File: src/rtl/multi_channel_sequence_counter_pkg.sv
// Shared constants and elaboration helpers for the multi-channel sequence counter.
// Holds the default channel vectors, direction encoding and the divider/top-value math.
package multi_channel_sequence_counter_pkg;

  typedef enum logic {
    DIR_UP   = 1'b0,
    DIR_DOWN = 1'b1
  } dir_e;

  localparam logic [11:0] DEF_START = {4'd1, 4'd0, 4'd0};
  localparam logic [11:0] DEF_STEP  = {4'd2, 4'd2, 4'd1};
  localparam logic [11:0] DEF_LIMIT = {4'd9, 4'd8, 4'd14};

  function automatic int calc_div(input int clk_hz, input int tick_hz);
    return clk_hz / tick_hz;
  endfunction

  // Largest value reachable from START in whole steps without passing LIMIT.
  function automatic int calc_top(input int start, input int step, input int limit);
    return start + step * ((limit - start) / step);
  endfunction

endpackage

File: src/rtl/multi_channel_sequence_counter_sync.sv
// Two-flop synchroniser plus rising-edge detector for an asynchronous push-button.
// The output is a single-cycle pulse per rising edge; a held level never re-fires.
module step_pulse_sync (
  input  logic i_clk,
  input  logic i_rst,
  input  logic i_async,
  output logic o_pulse
);

  logic r_meta;
  logic r_sync;
  logic r_prev;

  always_ff @(posedge i_clk or posedge i_rst) begin
    if (i_rst) begin
      r_meta <= 1'b0;
      r_sync <= 1'b0;
      r_prev <= 1'b0;
    end else begin
      r_meta <= i_async;
      r_sync <= r_meta;
      r_prev <= r_sync;
    end
  end

  assign o_pulse = r_sync & ~r_prev;

endmodule

File: src/rtl/multi_channel_sequence_counter.sv
// Bank of CH arithmetic-sequence counters stepped by a shared 1/TICK_HZ divider
// or a synchronised manual push-button; values wrap cyclically between START and TOP.
module multi_channel_sequence_counter
  import multi_channel_sequence_counter_pkg::*;
#(
  parameter int              CLK_HZ  = 1000000,
  parameter int              TICK_HZ = 1,
  parameter int              CH      = 3,
  parameter int              W       = 4,
  parameter logic [CH*W-1:0] START   = DEF_START,
  parameter logic [CH*W-1:0] STEP    = DEF_STEP,
  parameter logic [CH*W-1:0] LIMIT   = DEF_LIMIT
) (
  input  logic            i_clk,
  input  logic            i_rst,
  input  logic            i_enable,
  input  logic            i_dir,
  input  logic            i_manual_clock,
  input  logic            i_clear,
  output logic [CH*W-1:0] o_values,
  output logic            o_tick,
  output logic [CH-1:0]   o_wrap
);

  localparam int DIV = calc_div(CLK_HZ, TICK_HZ);
  localparam int DW  = (DIV > 2) ? $clog2(DIV) : 1;
  localparam int W1  = W + 1;

  logic [DW-1:0] r_div;
  logic          r_tick;
  logic          w_auto_step;
  logic          w_man_step;
  logic          w_step;
  dir_e          w_dir;

  step_pulse_sync u_sync (
    .i_clk   (i_clk),
    .i_rst   (i_rst),
    .i_async (i_manual_clock),
    .o_pulse (w_man_step)
  );

  assign w_auto_step = i_enable && (r_div == DW'(DIV - 1));
  assign w_step      = w_auto_step | w_man_step;
  assign w_dir       = dir_e'(i_dir);

  // Any step restarts the timebase, so a manual step pushes the next auto step out by DIV.
  always_ff @(posedge i_clk or posedge i_rst) begin
    if (i_rst)                              r_div <= '0;
    else if (i_clear || !i_enable || w_step) r_div <= '0;
    else                                    r_div <= r_div + 1'b1;
  end

  always_ff @(posedge i_clk or posedge i_rst) begin
    if (i_rst) r_tick <= 1'b0;
    else       r_tick <= w_step & ~i_clear;
  end

  assign o_tick = r_tick;

  for (genvar k = 0; k < CH; k++) begin : g_ch
    localparam int S_I   = int'(START[k*W +: W]);
    localparam int ST_I  = int'(STEP[k*W +: W]);
    localparam int L_I   = int'(LIMIT[k*W +: W]);
    localparam int TOP_I = calc_top(S_I, ST_I, L_I);

    logic [W-1:0] r_val;
    logic         r_wrap;
    logic [W-1:0] w_nxt;
    logic         w_wrap;
    logic [W:0]   w_up;

    // Sums and thresholds are W+1 bits so the carry out of W bits still reads as "past TOP".
    always_comb begin
      w_up   = {1'b0, r_val} + W1'(ST_I);
      w_nxt  = r_val;
      w_wrap = 1'b0;
      if (w_dir == DIR_UP) begin
        if (w_up > W1'(TOP_I)) begin
          w_nxt  = W'(S_I);
          w_wrap = 1'b1;
        end else begin
          w_nxt  = w_up[W-1:0];
        end
      end else begin
        if ({1'b0, r_val} < W1'(S_I + ST_I)) begin
          w_nxt  = W'(TOP_I);
          w_wrap = 1'b1;
        end else begin
          w_nxt  = r_val - W'(ST_I);
        end
      end
    end

    always_ff @(posedge i_clk or posedge i_rst) begin
      if (i_rst) begin
        r_val  <= W'(S_I);
        r_wrap <= 1'b0;
      end else if (i_clear) begin
        r_val  <= W'(S_I);
        r_wrap <= 1'b0;
      end else if (w_step) begin
        r_val  <= w_nxt;
        r_wrap <= w_wrap;
      end else begin
        r_wrap <= 1'b0;
      end
    end

    assign o_values[k*W +: W] = r_val;
    assign o_wrap[k]          = r_wrap;
  end

endmodule

File: config.mk
export PLATFORM = sky130hd
export DESIGN_NAME = multi_channel_sequence_counter
export DESIGN_NICKNAME = d
export VERILOG_FILES = /design/src/rtl/multi_channel_sequence_counter_pkg.sv /design/src/rtl/multi_channel_sequence_counter_sync.sv /design/src/rtl/multi_channel_sequence_counter.sv
export SDC_FILE = /design/constraint.sdc
export NUM_CORES = 1
export LEC_CHECK = 0
export BUFFER_PORTS_ARGS = -buffer_cell sky130_fd_sc_hd__buf_2
export CAP_MARGIN = 20
export CORE_MARGIN = 2
export CORE_UTILIZATION = 55
export DETAILED_ROUTE_END_ITERATION = 8
export GPL_TIMING_DRIVEN = 0
export PLACE_DENSITY = 0.81
export SYNTH_ARGS = -nofsm -noshare
export SYNTH_HDL_FRONTEND = slang
export SYNTH_SLANG_ARGS = --single-unit
File: constraint.sdc
create_clock -name i_clk -period 2.17 [get_ports i_clk]
set_input_delay 0.1085 -clock i_clk [delete_from_list [all_inputs] [get_ports i_clk]]
set_output_delay 0.1085 -clock i_clk [all_outputs]
set_load 0.01 [all_outputs]
==> metrics.txt <==
Worst-Margin Slew 0.7545 ns; r2r endpoint g_ch[0].r_val[2]$_DFFE_PP0P_; fmax 0.5098 GHz; CP Max Fanout 10; Final WS setup 0.2085 ns; RSZ-0062 raised after global routing false; PD cells 610.8 mW/mm2; worst min-delay path class primary input to register; worst reg2reg setup slack 0.21 ns; crit path from g_ch[0].r_val[0]$_DFFE_PP0P_; DIE AREA 0.004642 mm2; Worst Setup EP g_ch[0].r_val[2]$_DFFE_PP0P_; Clk pin slew, worst setup/hold paths 0.08 ns; I/O Buffers 19; WHS 0.09615 ns; Worst slew margin 49.63%; Synth cell types 51; DRC marker count from the first detailed-route iteration 142; initial core utilization 56.96%; fill cell total of the finished layout 332; sequential-to-total area share from yosys stat 42.09%; Commonest cells post-synth dfrtp_1 (37), nor2_1 (32), nand2_1 (22); nets@finish 288; reg2reg path depth 7; H-Tree Level Count 2; Seq. cell area 955.9 um2; Post-Syn Area per Cell 9.196 um2; total of max-cap violations 0; Post-DP HPWL 3.094 mm; CP startpoint kind register; clk sinks 38; Layout area overhead 13.05%; layout cells sized above 1 22.91%; core area 0.003971 mm2; Vias 1815; Root Buffer clkbuf_8; Mapped Cells 246; Clock Latency Late Sink 0.30 ns; first-pass GRT wire length 7.396 mm; Crit Path Category register to register; asr flop ratio synth 100.0%; drt pass-1 iters 4; clock tree from TritonCTS done; peak supply drop 0.3920 mV; Crit path required time 2.32 ns; gr ovfl total 0; Mapped Area 0.002262 mm2; post-synth net total 260; synth warn 0; Final Cycle Share 90.39%; Tmin final 1.962 ns; Vias/cell 5.585; DR WL/cell 13.34 um; Clock Skew 0.002242 ns; DP Worst Slack 0.1398 ns; IO Count 22; gp weighted congestion 0.9014; largest net degree at the start of global routing 39; total track usage 21.67%; final hold vios 0; synthesized flop and latch total 38; share of the synthesized area in the top cell type 40.93%; clk buf depth 2; ys flop type dfrtp_1; synth top area cells dfrtp_1 (41%), nor2_1 (5.3%), xnor2_1 (4.6%); area occupied by multi-input gates 0.001172 mm2; Final setup viols 0; Setup Buffers After CTS 0; vias in the first global route 1607; WP data arrival 2.12 ns; Die Wd 68.13 um; leak pwr 1.081 nW; die height 68.13 um; DRT antenna net count 0; initial antenna violation count 0; Reg2Reg Launch Point g_ch[0].r_val[0]$_DFFE_PP0P_; status finished clean; DRC viols 0; Cell Rows 23; number of flops mapped to enable cells by yosys 0; Post-Route WL 4.336 mm; Setup crit end kind register; diodes inserted 0; Slew Limit Fails 0; post-route setup TNS 0 ns; most frequent cell after synthesis dfrtp_1; post-synth top area cell dfrtp_1; cts bufs inserted 5
[worst max-delay path, cell delays in order, from the launching register on]
cell and delay [ns]:
dfrtp_2 0.46, inv_1 0.08, ha_1 0.34, or3b_2 0.45
mux2i_1 0.17, o21ai_0 0.11, a21oi_1 0.15, a211oi_1 0.06
[report_power, final]
group	internal, W	leakage, nW	switching [W]	total, W
registers	0.000726	0.510	0.0000205	0.000747
clock network	0.000342	0.0504	0.000265	0.000607
logic	0.0000825	0.522	0.000126	0.000209
[stage by stage]
stage	util [%]	instances	cell area (um2)	power (W)
2_1_floorplan	-	246	2262	0.0009109
3_3_place_gp	60.93	315	2420	0.0009604
3_5_place_dp	60.93	315	2420	0.0009659
4_1_cts	64.30	325	2554	0.001574
5_1_grt	64.40	325	2557	0.001641
6_report	64.40	325	2557	0.001562
[state kept, by name, indices dropped and copies added, names as in the netlist]
name / flops
g_ch.r_wrap: 3
o_tick: 1
u_sync.r_meta: 1
g_ch.r_val: 11
u_sync.r_prev: 1
u_sync.r_sync: 1
r_div: 20
[layout make-up]
cell class / count / share of cell area (%)
clock buffers: 5 / 2.691
clock inverters: 3 / 1.761
well taps: 50 / 2.446
multi-input cells: 181 / 45.84
inverters: 12 / 1.761
flip-flops and latches: 38 / 37.38
plain buffers: 15 / 3.620
repair buffers: 21 / 4.501
[worst min path at each step]
stage | endpoint | depth (start not counted) | slack (ns) | startpoint
2_1_floorplan | u_sync.r_meta$_DFF_PP0_ | 0 | 0.14 | i_manual_clock
3_3_place_gp | u_sync.r_meta$_DFF_PP0_ | 1 | 0.22 | i_manual_clock
3_5_place_dp | u_sync.r_meta$_DFF_PP0_ | 1 | 0.22 | i_manual_clock
4_1_cts | o_tick$_DFF_PP0_ | 2 | 0.1 | i_clear
5_1_grt | o_tick$_DFF_PP0_ | 2 | 0.11 | i_clear
6_report | o_tick$_DFF_PP0_ | 2 | 0.1 | i_clear
[routing by layer]
metal	track usage (%)	routed length, um
met5	0	0
met4	10.00	92
met3	5.263	214
met2	33.37	1978
met1	28.81	2050
[what timing repair did]
action	4_1_cts	5_1_grt
hold endpoints to repair	38	0
endpoints found under the setup margin	0	2
gates resized for setup	0	3
hold buffers	2	0
[cell families after synthesis]
family | Yosys count | share of synthesized area (%)
AOI/OAI and AO/OA | 46 | 15.27
xor gates and xnor gates | 20 | 7.743
adders and majority gates | 8 | 4.425
buffers and inverters | 27 | 6.084
DFF | 38 | 42.09
muxes | 2 | 0.9402
other | 1 | 0.1658
and+or+nand+nor | 104 | 23.29
[cells in the final DEF (no fill, tap or decap), drive strengths merged, types with 4 or more instances in the layout]
| master | instances |
|---|---|
| xor2 | 8 |
| dfrtp | 37 |
| ha | 8 |
| nor3 | 9 |
| a21oi | 7 |
| inv | 12 |
| nor2b | 4 |
| o21ai | 8 |
| nand2 | 22 |
| xnor2 | 12 |
| buf | 32 |
| a211oi | 8 |
| nand3 | 14 |
| clkbuf | 7 |
| nor2 | 35 |
(Power assumes the default switching activity.)
